## src/rtl/lcd_bus_writer.sv

```systemverilog
// HD44780-style LCD write engine: one byte per valid/ready handshake, 8-bit or 4-bit bus.
// Optional LCD_LONG_CMD_EN: clear/return-home instructions wait LONG_CYC instead of EXEC_CYC.
`timescale 1ns/1ps
module lcd_bus_writer #(
  parameter int SETUP_CYC = 2,
  parameter int EN_CYC    = 12,
  parameter int HOLD_CYC  = 2,
  parameter int EXEC_CYC  = 2000,
  parameter int LONG_CYC  = 76000,
  parameter int BUS_4BIT  = 0
) (
  input  logic       iCLK,
  input  logic       iRST_N,
  input  logic       iVALID,
  output logic       oREADY,
  input  logic       iRS,
  input  logic [7:0] iDATA,
  output logic       oDONE,
  output logic       oBUSY,
  output logic [7:0] LCD_DATA,
  output logic       LCD_RS,
  output logic       LCD_RW,
  output logic       LCD_EN
);

  function automatic int max2(input int a, input int b);
    return (a > b) ? a : b;
  endfunction

  localparam int MAX_CYC = max2(max2(max2(SETUP_CYC, EN_CYC), max2(HOLD_CYC, EXEC_CYC)), LONG_CYC);
  localparam int CW      = $clog2(MAX_CYC + 1);

  localparam logic [CW-1:0] SETUP_LAST = CW'(SETUP_CYC - 1);
  localparam logic [CW-1:0] EN_LAST    = CW'(EN_CYC - 1);
  localparam logic [CW-1:0] HOLD_LAST  = CW'(HOLD_CYC - 1);
  localparam logic [CW-1:0] EXEC_LAST  = CW'(EXEC_CYC - 1);
`ifdef LCD_LONG_CMD_EN
  localparam logic [CW-1:0] LONG_LAST  = CW'(LONG_CYC - 1);
`endif

  typedef enum logic [2:0] {
    ST_IDLE  = 3'd0,
    ST_SETUP = 3'd1,
    ST_PULSE = 3'd2,
    ST_HOLD  = 3'd3,
    ST_EXEC  = 3'd4
  } state_t;

  state_t        state_r;
  state_t        state_nx;
  logic [CW-1:0] cnt_r;
  logic [CW-1:0] cnt_nx;
  logic [CW-1:0] exec_last_r;
  logic [3:0]    low_nib_data_r;
  logic          low_nib_sent_r;
  logic          accept_s;
  logic          nib_load_s;

  assign accept_s = iVALID && oREADY;
  assign LCD_RW   = 1'b0;

  // State and phase counter registers.
  always_ff @(posedge iCLK or negedge iRST_N) begin
    if (!iRST_N) begin
      state_r <= ST_IDLE;
      cnt_r   <= '0;
    end else begin
      state_r <= state_nx;
      cnt_r   <= cnt_nx;
    end
  end

  // Next-state logic: every phase ends on its last count and the counter restarts at 0.
  always_comb begin
    state_nx   = state_r;
    cnt_nx     = cnt_r + CW'(1);
    nib_load_s = 1'b0;
    case (state_r)
      ST_IDLE: begin
        cnt_nx = '0;
        if (accept_s) begin
          state_nx = ST_SETUP;
        end else begin
          state_nx = ST_IDLE;
        end
      end
      ST_SETUP: begin
        if (cnt_r == SETUP_LAST) begin
          state_nx = ST_PULSE;
          cnt_nx   = '0;
        end else begin
          state_nx = ST_SETUP;
        end
      end
      ST_PULSE: begin
        if (cnt_r == EN_LAST) begin
          state_nx = ST_HOLD;
          cnt_nx   = '0;
        end else begin
          state_nx = ST_PULSE;
        end
      end
      ST_HOLD: begin
        if (cnt_r == HOLD_LAST) begin
          cnt_nx = '0;
          if ((BUS_4BIT != 0) && !low_nib_sent_r) begin
            state_nx   = ST_SETUP;
            nib_load_s = 1'b1;
          end else begin
            state_nx = ST_EXEC;
          end
        end else begin
          state_nx = ST_HOLD;
        end
      end
      ST_EXEC: begin
        if (cnt_r == exec_last_r) begin
          state_nx = ST_IDLE;
          cnt_nx   = '0;
        end else begin
          state_nx = ST_EXEC;
        end
      end
      default: begin
        state_nx = ST_IDLE;
        cnt_nx   = '0;
      end
    endcase
  end

  // Registered outputs decoded from the next state so they line up with the state register.
  always_ff @(posedge iCLK or negedge iRST_N) begin
    if (!iRST_N) begin
      oREADY         <= 1'b1;
      oBUSY          <= 1'b0;
      oDONE          <= 1'b0;
      LCD_EN         <= 1'b0;
      LCD_RS         <= 1'b0;
      LCD_DATA       <= 8'h00;
      low_nib_data_r <= 4'h0;
      low_nib_sent_r <= 1'b0;
      exec_last_r    <= '0;
    end else begin
      oREADY <= (state_nx == ST_IDLE);
      oBUSY  <= (state_nx != ST_IDLE);
      oDONE  <= (state_r == ST_EXEC) && (state_nx == ST_IDLE);
      LCD_EN <= (state_nx == ST_PULSE);
      if (accept_s) begin
        LCD_RS         <= iRS;
        LCD_DATA       <= (BUS_4BIT != 0) ? {iDATA[7:4], 4'h0} : iDATA;
        low_nib_data_r <= iDATA[3:0];
        low_nib_sent_r <= 1'b0;
`ifdef LCD_LONG_CMD_EN
        // Clear display / return home need the long execution wait.
        exec_last_r    <= (!iRS && (iDATA[7:2] == 6'd0)) ? LONG_LAST : EXEC_LAST;
`else
        exec_last_r    <= EXEC_LAST;
`endif
      end else if (nib_load_s) begin
        LCD_DATA       <= {low_nib_data_r, 4'h0};
        low_nib_sent_r <= 1'b1;
      end
    end
  end

endmodule

```

## config.mk

```make
export PLATFORM = sky130hd
export DESIGN_NAME = lcd_bus_writer
export DESIGN_NICKNAME = d
export VERILOG_FILES = /design/src/rtl/lcd_bus_writer.sv
export SDC_FILE = /design/constraint.sdc
export NUM_CORES = 1
export LEC_CHECK = 0
export ABC_AREA = 1
export BUFFER_PORTS_ARGS = -buffer_cell sky130_fd_sc_hd__buf_4
export CORE_ASPECT_RATIO = 1.2
export CORE_MARGIN = 2
export CORE_UTILIZATION = 35
export DETAILED_ROUTE_END_ITERATION = 6
export HOLD_SLACK_MARGIN = 0.05
export PLACE_DENSITY = 0.51
export SYNTH_ARGS = -nofsm -noshare
export SYNTH_HDL_FRONTEND = slang
export SYNTH_SLANG_ARGS = --single-unit
```

## constraint.sdc

```tcl
create_clock -name iCLK -period 1.41 [get_ports iCLK]
set_input_delay 0.282 -clock iCLK [delete_from_list [all_inputs] [get_ports iCLK]]
set_output_delay 0.282 -clock iCLK [all_outputs]
set_load 0.005 [all_outputs]
```

== After elaboration in Yosys (flattened, before gate mapping) ==
Index checks and enable logic that the tools add are counted.

* Bits in registers: 34
* Output and inout bits: 14

* Add/sub/neg operators: 1
* Mux-type cells: 10
* Reduce and logical (&&, ||, !) cells: 6
* Eq/ne operators: 8

{| class="wikitable"
|+ Operators by type and width
! operator !! count
|-
| 17-bit 2-to-1 mux || 3
|-
| 17-bit case mux with 3 select lines || 1
|-
| 17-bit by 1-bit adder with 17-bit output, second input constant || 1
|-
| 17-bit by 1-bit == test with 1-bit output, second input constant || 1
|-
| 17-bit by 11-bit == test with 1-bit output || 1
|-
| 17-bit by 4-bit == test with 1-bit output, second input constant || 1
|-
| 3-bit case mux with 5 select lines || 1
|-
| 3-bit by 2-bit == test with 1-bit output, second input constant || 3
|-
| 3-bit zero test || 2
|-
| 3-bit 2-to-1 mux || 2
|-
| 3-bit by 1-bit == test with 1-bit output, second input constant || 1
|-
| 3-bit == test, second input constant || 1
|-
| 3-bit nonzero test || 1
|-
| 1-bit logical AND || 2
|-
| 1-bit 2-to-1 mux || 2
|-
| 2-bit 2-to-1 mux || 1
|-
| 2-bit OR reduction || 1
|}

== Longest topological paths before layout ==
Gate-level depths: netlist (run 1).

* Word-level depth: 5
* Gate-level depth with buffers: 10

== Worst setup path before layout (run 1) ==
OpenSTA, ideal clock, no wires.

* Path kind: register -> register
* Start point: reg cnt_r[0]
* End point: reg cnt_r[16]
* Slack: -29 ps
* Stages on the path, launching flop included: 9
* Period minus slack after synthesis: 1439 ps
* Library setup time: 125 ps
* Path buffers: 0
* Arrival time: 1313 ps
* Data required time: 1285 ps
* Cells stage by stage: dfrtp_1 ha_1 nand4_2 nor2_4 nand2_1 nor2_1 nand2_1 o311ai_1 inv_1

* Word-level cells in the longest chain between the ends: 3
* Elaborated cells between the ends (all ways): 8
* Classes of those cells: 1 x add/sub; 3 x eq/ne; 4 x mux

{| class="wikitable"
|+ Ends and longest elaborated chain
! what !! RTL line !! text
|-
| from (decl) || 51 || <nowiki>logic [CW-1:0] cnt_r;</nowiki>
|-
| from (signal assigned) || 69 || <nowiki>cnt_r <= cnt_nx;</nowiki>
|-
| 17-bit by 1-bit adder with 17-bit output (tied with other cells) || 76 || <nowiki>cnt_nx = cnt_r + CW'(1);</nowiki>
|-
| 17-bit 2-to-1 mux (on tied branches) || - ||
|-
| 17-bit case mux with 3 select lines * || 78 || <nowiki>case (state_r)</nowiki>
|-
| net cnt_nx[16] || 52 || <nowiki>logic [CW-1:0] cnt_nx;</nowiki>
|}

Mark *: on every way through the listed nets, which the timed path passes. The rest lies on a longest branch.
A chain may end at the register's enable or synchronous reset.

== Worst setup path in the final report (run 1) ==
* Start point: reg cnt_r[1]
* End point: reg oDONE

* Word-level cells in the longest chain between the ends: 5
* Elaborated cells between the ends (all ways): 10
* Classes of those cells: 3 x eq/ne; 5 x mux; 2 x reduce/logical

{| class="wikitable"
|+ Ends and longest elaborated chain
! what !! RTL line !! text
|-
| 17-bit by 1-bit == test with 1-bit output or 17-bit by 4-bit == test with 1-bit output (tied branches) || 88, 104, 96 ||
|-
| 3-bit 2-to-1 mux (tied with other cells) || 104 || <nowiki>if (cnt_r == HOLD_LAST) begin</nowiki>
|-
| 3-bit case mux with 5 select lines * || 78 ||
|-
| net state_nx[0] || 50 || <nowiki>state_t state_nx;</nowiki>
|-
| 3-bit zero test * || 146 || <nowiki>oDONE <= (state_r == ST_EXEC) && (state_nx == ST_IDLE);</nowiki>
|-
| 1-bit logical AND * || 146 ||
|-
| to (signal assigned) || 146 ||
|-
| to (decl) || 18 || <nowiki>output logic oDONE,</nowiki>
|}

Marks and branches as above.

==> flow_summary.json, run 1 <==
{
  "syn_area_um2": 1820,
  "min-delay-start": "iDATA[2]",
  "totalPowerFinal_mw": 1.76,
  "crit_chain": "inv_2 > ha_2 > nand3_1 > nor2_1 > nand2_2 > nand2_4 > nand3_4 > nor2_4 > nand2_2 > nor2_2",
  "drtAntennaViolNets": 0,
  "grt_use_total_pct": 16.1,
  "hold_violations": 0,
  "cts_buffers": 5,
  "synth_warnings": 0,
  "coreArea_um2": 4970,
  "synthCells": 202,
  "critPathMaxFanout": 4,
  "ys_ff_latch": 34,
  "overflow": 0,
  "rr_worst_depth": 10,
  "first_pass_iters": 4,
  "hold_ws_ns": 0.228,
  "die_w_um": 69.7,
  "start_util_pct": 36.5,
  "cts_max_level": 2,
  "layout-drive-gt1-share_pct": 50.5,
  "path_class": "reg2reg",
  "grt_max_degree": 35,
  "clock_path_buffers": 2,
  "setup_viol": 13,
  "path_buf_inv": 1,
  "final_common_cell": "buf_4",
  "dr.first_iter.drc_count": 61,
  "period_minus_slack_ns": 1.44,
  "place_congestion": 0.756,
  "fin_ws_ns": -0.0295,
  "seq_area_frac_synth_pct": 46.9,
  "crit_arrival_ns": 1.66,
  "drc_errors": 0,
  "avgSynthCellArea_um2": 8.99,
  "clk_pin_slew_ns": 0.07,
  "postPlaceCellArea_um2": 2380,
  "fin_area_um2": 2670,
  "synthFlopType": "dfrtp_1",
  "maxSlewViolCount": 0,
  "hpwl_um": 3230,
  "die_area_um2": 5780,
  "slowest_delay_ns": 0.45,
  "fillers": 488,
  "async_reset_ff_share_pct": 100,
  "yosysUniqueCellTypes": 34,
  "reg2reg_to": "oDONE",
  "antenna_found_initial": 0,
  "synth_edf_count": 0,
  "via_per_inst": 4.73,
  "tritoncts": "built",
  "fmax_ghz": 0.695,
  "reg2reg_from": "cnt_r[1]",
  "power.density_nw_per_um2": 660,
  "mostFrequentLayoutCells": "buf_4, nand2_1, dfrtp_1",
  "wl_um": 4310,
  "root_buffer": "clkbuf_8",
  "hold_depth": 2,
  "wl_per_cell_um": 12.8,
  "run_status": "complete, but fails checks",
  "cp.depth": 10,
  "max-cap-violations": 0,
  "place.port_buffers": 24,
  "crit_family": "simple AND/OR/NAND/NOR gates",
  "fp-row-count": 28,
  "critPathSlowestCell": "dfrtp_2",
  "worst_setup_path_start_kind": "flop",
  "clock_sinks": 34,
  "finalClockSkew_ns": 0.00487,
  "min_period_over_period_pct": 102,
  "ir_worst_vdd_uv": 532,
  "num_io_pins": 26,
  "syn_to_final_growth_pct": 47.3,
  "hp-class": "in2reg",
  "finalNetCount": 290,
  "route.vias.total": 1595,
  "antenna_cells": 0,
  "clk_latency_ns": 0.28,
  "ff2ff_setup_slack_ns": -0.03,
  "rsz0062_at_grt": "yes",
  "violations": "negative setup slack",
  "total_leakage_power_nw": 1.33,
  "hold_end": "LCD_DATA[2]",
  "grt_pass1_vias": 1644,
  "syn_nets": 216,
  "worst_setup_path_end_kind": "flop",
  "die_y_um": 82.9,
  "grt_first_pass_wirelength_um": 7340,
  "required_ns": 1.63,
  "crit_top_cell": "nand2_2"
}
[logic make-up after synthesis]
kind of cell	after synthesis	synth area share, %
xor+xnor	9	4.34
flops	34	46.9
buf+inv	26	6.27
simple gates	101	28.9
fa+ha+maj	2	1.38
mux	9	5.58
other cells	1	0.207
compound gates	20	6.41
[flip-flops by register name (all words and copies together), names as in the netlist]
signal and count:
oDONE 1, oREADY 1, LCD_DATA 8, LCD_RS 1
state_r 3, LCD_EN 1, cnt_r 17, exec_last_r 1
oBUSY 1
[stage by stage]
step	setup TNS, ns	instances	worst slack [ns]	util [%]
final	-0.295	337	-0.0295	53.7
after CTS	-0.358	335	-0.0438	51.6
after floorplan	0	202	0.0249	-
after detailed placement	-0.974	322	-0.112	47.9
after global placement	-1.18	322	-0.123	47.9
after global routing	-2.46	337	-0.157	53.7
[Yosys cell counts, types with 2 or more instances]
cell     count  share of area [%]
nand3_2      7                3.9
nor2_4       3                1.9
a21oi_1     12                3.3
nor2_2       5                1.7
inv_1       21                4.3
nand2_2      4                1.4
ha_1         2                1.4
buf_4        2               0.83
xnor2_1      4                1.9
xor2_1       5                2.4
dfrtp_1     33                 45
nor2_1      24                5.0
nand2_1     39                8.1
nand4_1      4                1.4
nor3_1       3               0.83
o21ai_0      2               0.55
nand3_1      7                1.9
mux2_2       9                5.6
[timing repair]
item                       in CTS  in global routing
pin swaps                       6                  8
hold endpoints to repair       33                  0
setup endpoints to repair      19                 22
hold buffers                    1                  0
gates resized for setup        21                 23
setup buffers                   4                  3
[area by class of cell]
cell class	count	area [um^2]	area share, %
multi-input combinational	142	987	36.9
clock inverter	1	5.00	0.187
inverter	21	78.8	2.95
tap	60	75.1	2.81
sequential	34	858	32.1
timing repair buffer	72	583	21.8
clock buffer	7	86.3	3.23
[report_power, final]
group	leakage, nW	internal, mW	total (mW)	switching (mW)
Clock	0.0482	0.394	0.745	0.351
Sequential	0.440	0.975	0.975	0
Combinational	0.841	0.0210	0.0440	0.0230
[per-layer routing]
metal / share of wire (%) / vias up / GRT usage [%]
met2: 53 / 28 / 28.9
met3: 3.7 / 6 / 4.13
li1: - / 802 / -
met4: 1.5 / 0 / 5.42
met5: 0 / - / 0
met1: 42 / 759 / 18.3
[worst reg2reg max path, delay by kind of cell, from the launching register on]
| family | cells | cell delay (ns) |
|---|---|---|
| AND/OR/NAND/NOR | 8 | 0.73 |
| adder cells (fa/ha/maj) | 1 | 0.16 |
| buffers and inverters | 1 | 0.06 |
| flip-flops | 1 | 0.45 |
[worst max-delay path by stage]
stage	slack (ns)	endpoint	start
3_5_place_dp	-0.11	cnt_r[16]	cnt_r[0]
6_report	-0.03	oDONE	cnt_r[1]
5_1_grt	-0.16	oDONE	cnt_r[0]
4_1_cts	-0.04	oDONE	cnt_r[0]
2_1_floorplan	0.02	cnt_r[16]	cnt_r[0]
3_3_place_gp	-0.12	cnt_r[16]	cnt_r[0]
Power figures use the tool's default switching activity.
==> run 2: changes to the inputs <==
--- a/config.mk
+++ b/config.mk
@@ -5,14 +5,13 @@
 export SDC_FILE = /design/constraint.sdc
 export NUM_CORES = 1
 export LEC_CHECK = 0
-export ABC_AREA = 1
 export BUFFER_PORTS_ARGS = -buffer_cell sky130_fd_sc_hd__buf_4
 export CORE_ASPECT_RATIO = 1.2
 export CORE_MARGIN = 2
 export CORE_UTILIZATION = 35
 export DETAILED_ROUTE_END_ITERATION = 6
 export HOLD_SLACK_MARGIN = 0.05
-export PLACE_DENSITY = 0.51
+export PLACE_DENSITY = 0.52
 export SYNTH_ARGS = -nofsm -noshare
 export SYNTH_HDL_FRONTEND = slang
 export SYNTH_SLANG_ARGS = --single-unit
==> run 2 against run 1 <==
The run still ends with negative setup slack left. Die area shrank 9.2%. Critical path depth shrank 4. Total power grew 110%. Cell area shrank 14%. Synthesized cell count shrank 27%. Clock skew shrank 0.00056 ns.
==> flow_summary.json, run 2 <==
{
  "fin_util_pct": 50.3,
  "cts_max_level": 2,
  "first_pass_iters": 4,
  "pre_cts_slack_ns": -0.395,
  "route.vias.total": 1267,
  "grt_first_pass_wirelength_um": 5730,
  "run_status": "complete, but fails checks",
  "period_minus_slack_ns": 1.75,
  "comb_power_share_pct": 39.7,
  "setup_viol": 21,
  "grt_use_total_pct": 14.5,
  "cts_buffers": 5,
  "hold_violations": 0,
  "ys_ff_latch": 34,
  "synthTopCellsByCount": "dfrtp_1, nor2_1, nor2_2, xnor2_1",
  "syn_to_final_growth_pct": 40.1,
  "drtAntennaViolNets": 0,
  "finalClockSkew_ns": 0.00431,
  "yosysUniqueCellTypes": 35,
  "violations": "negative setup slack",
  "worst_setup_path_end_kind": "flop",
  "clock_path_buffers": 2,
  "finalNetCount": 221,
  "instances_no_fill": 266,
  "synth_edf_count": 0,
  "min_period_over_period_pct": 124,
  "start_util_pct": 35.9,
  "place.port_buffers": 24,
  "power.density_nw_per_um2": 1610,
  "synthFlopType": "dfrtp_1",
  "required_ns": 1.58,
  "avgSynthCellArea_um2": 11.2,
  "num_io_pins": 26,
  "path_class": "reg2reg",
  "overflow": 0,
  "clock_sinks": 34,
  "root_buffer": "clkbuf_8",
  "regMostFlops": "cnt_r",
  "fp-row-count": 27,
  "dr.first_iter.drc_count": 47,
  "die_y_um": 79.0,
  "maxSlewViolCount": 0,
  "rsz0062_at_grt": "yes",
  "synth.most_common_cell": "dfrtp_1",
  "place_congestion": 0.775,
  "fmax_ghz": 0.571,
  "syn_area_um2": 1640,
  "largest_register_ffs": 17,
  "internal_power_mw": 2.55,
  "synth.area.top_cells": "dfrtp_1, mux2_2, xnor2_1, nor2_2, nor2_1",
  "wl_per_cell_um": 13.0,
  "wl_um": 3460,
  "p_sw_share_pct": 30.9,
  "seq_area_frac_synth_pct": 52.0,
  "mostFrequentLayoutCells": "buf_4, dfrtp_1, nor2_1",
  "ir_worst_vdd_uv": 619,
  "antenna_cells": 0,
  "final_common_cell": "buf_4",
  "die_w_um": 66.5,
  "die_area_um2": 5250,
  "critPathMaxFanout": 17,
  "seqPwrFrac_pct": 37.0,
  "synth_warnings": 0,
  "yosys.area.top_type": "dfrtp_1",
  "grt_max_degree": 35,
  "async_reset_ff_share_pct": 100,
  "coreArea_um2": 4560,
  "total_leakage_power_nw": 1.03,
  "worst_setup_path_start_kind": "flop",
  "clk_pin_slew_ns": 0.07,
  "postPlaceCellArea_um2": 2110,
  "fin_area_um2": 2300,
  "fin_ws_ns": -0.341,
  "max-cap-violations": 0,
  "hp-class": "in2reg",
  "syn_nets": 161,
  "hpwl_um": 2580,
  "yosysTopAreaCellShare_pct": 50.4,
  "tritoncts": "built",
  "power_frac_clock_pct": 23.3,
  "reg_top3": "cnt_r (17), LCD_DATA (8), state_r (3)",
  "antenna_found_initial": 0,
  "drc_errors": 0,
  "clk_latency_ns": 0.28,
  "grt_pass1_vias": 1310,
  "switching_power_mw": 1.14,
  "via_per_inst": 4.76,
  "crit_arrival_ns": 1.92,
  "placed_cells": 256,
  "synthCells": 147,
  "layout-drive-gt1-share_pct": 47.1
}
## run 2: changes by cell type in the layout (fill, tap and decap cells not counted), sizes merged, moves of 4 or more
cell	change
nor2	-8
nor4	+4
nand3	-5
buf	-14
xnor2	+6
nand2	-34
a21oi	-10
inv	-17
## run 2: repair_timing
action | 4_1_cts | 5_1_grt
endpoints found under the setup margin | 23 | 24
buffers inserted | 1 | 0
pin swaps | 4 | 2
resized for setup | 9 | 5
hold buffers | 1 | 0
hold endpoints to repair | 33 | 0
## run 2: kinds of logic after synthesis
group,Yosys count,share of synthesized area (%)
AND/OR/NAND/NOR,68,23.3
adder cells (fa/ha/maj),2,1.53
flip-flops,34,52.0
other,1,0.229
XOR/XNOR,15,8.01
buffers and inverters,9,3.28
AO/OA/AOI/OAI,9,5.50
multiplexers,9,6.18
## run 2: per-layer routing
metal | up-vias | GRT usage, % | wire [um]
met4 | 0 | 4.90 | 48
li1 | 618 | - | -
met1 | 627 | 16.3 | 1410
met2 | 17 | 25.9 | 1890
met5 | - | 0 | 0
met3 | 5 | 4.25 | 103
## run 2: layout make-up
| cell class | instances | area [um^2] |
|---|---|---|
| Timing Repair Buffer | 58 | 454 |
| Clock inverter | 1 | 30.0 |
| Tap cell | 58 | 72.6 |
| Fill cell | 411 | 2260 |
| Inverter | 4 | 15.0 |
| Clock buffer | 7 | 76.3 |
| Sequential cell | 34 | 852 |
| Multi-Input combinational cell | 104 | 796 |
## run 2: per-stage QoR
| stage | total power, mW | hold slack [ns] | setup TNS, ns |
|---|---|---|---|
| global placement | 2.76 | 0.247 | -6.76 |
| finish | 3.69 | 0.229 | -6.18 |
| CTS | 3.74 | 0.218 | -6.67 |
| floorplan | 2.15 | -0.0136 | -5.97 |
| detailed placement | 2.82 | 0.259 | -7.51 |
| global route | 3.93 | 0.221 | -8.13 |
## run 2: worst paths after layout
path,from,endpoint,slack (ns),cells after the start
worst max-delay path,cnt_r[15],cnt_r[11],-0.34,6
worst min-delay path,iDATA[6],LCD_DATA[6],0.23,2
worst max register to register,cnt_r[15],cnt_r[11],-0.34,6
worst min register to register,LCD_DATA[6],LCD_DATA[6],0.50,1
max in group asynchronous,iRST_N,oREADY,0.59,2
min in group asynchronous,iRST_N,cnt_r[16],0.49,2
## run 2: critical path, stage by stage (launching register included)
cell and delay [ns]:
dfrtp_1 0.41, nor4_4 0.31, and4_4 0.29, a31oi_4 0.09, a221oi_4 0.27, buf_12 0.20
nor2_1 0.06
## run 2: power groups by stage
| stage | registers [mW] | clock network, mW | logic, mW |
|---|---|---|---|
| finish | 1.37 | 0.861 | 1.47 |
| CTS | 1.36 | 0.892 | 1.48 |
| global route | 1.39 | 0.932 | 1.61 |
| detailed placement | 1.38 | 0 | 1.44 |
| global placement | 1.36 | 0 | 1.40 |
| floorplan | 1.41 | 0 | 0.743 |
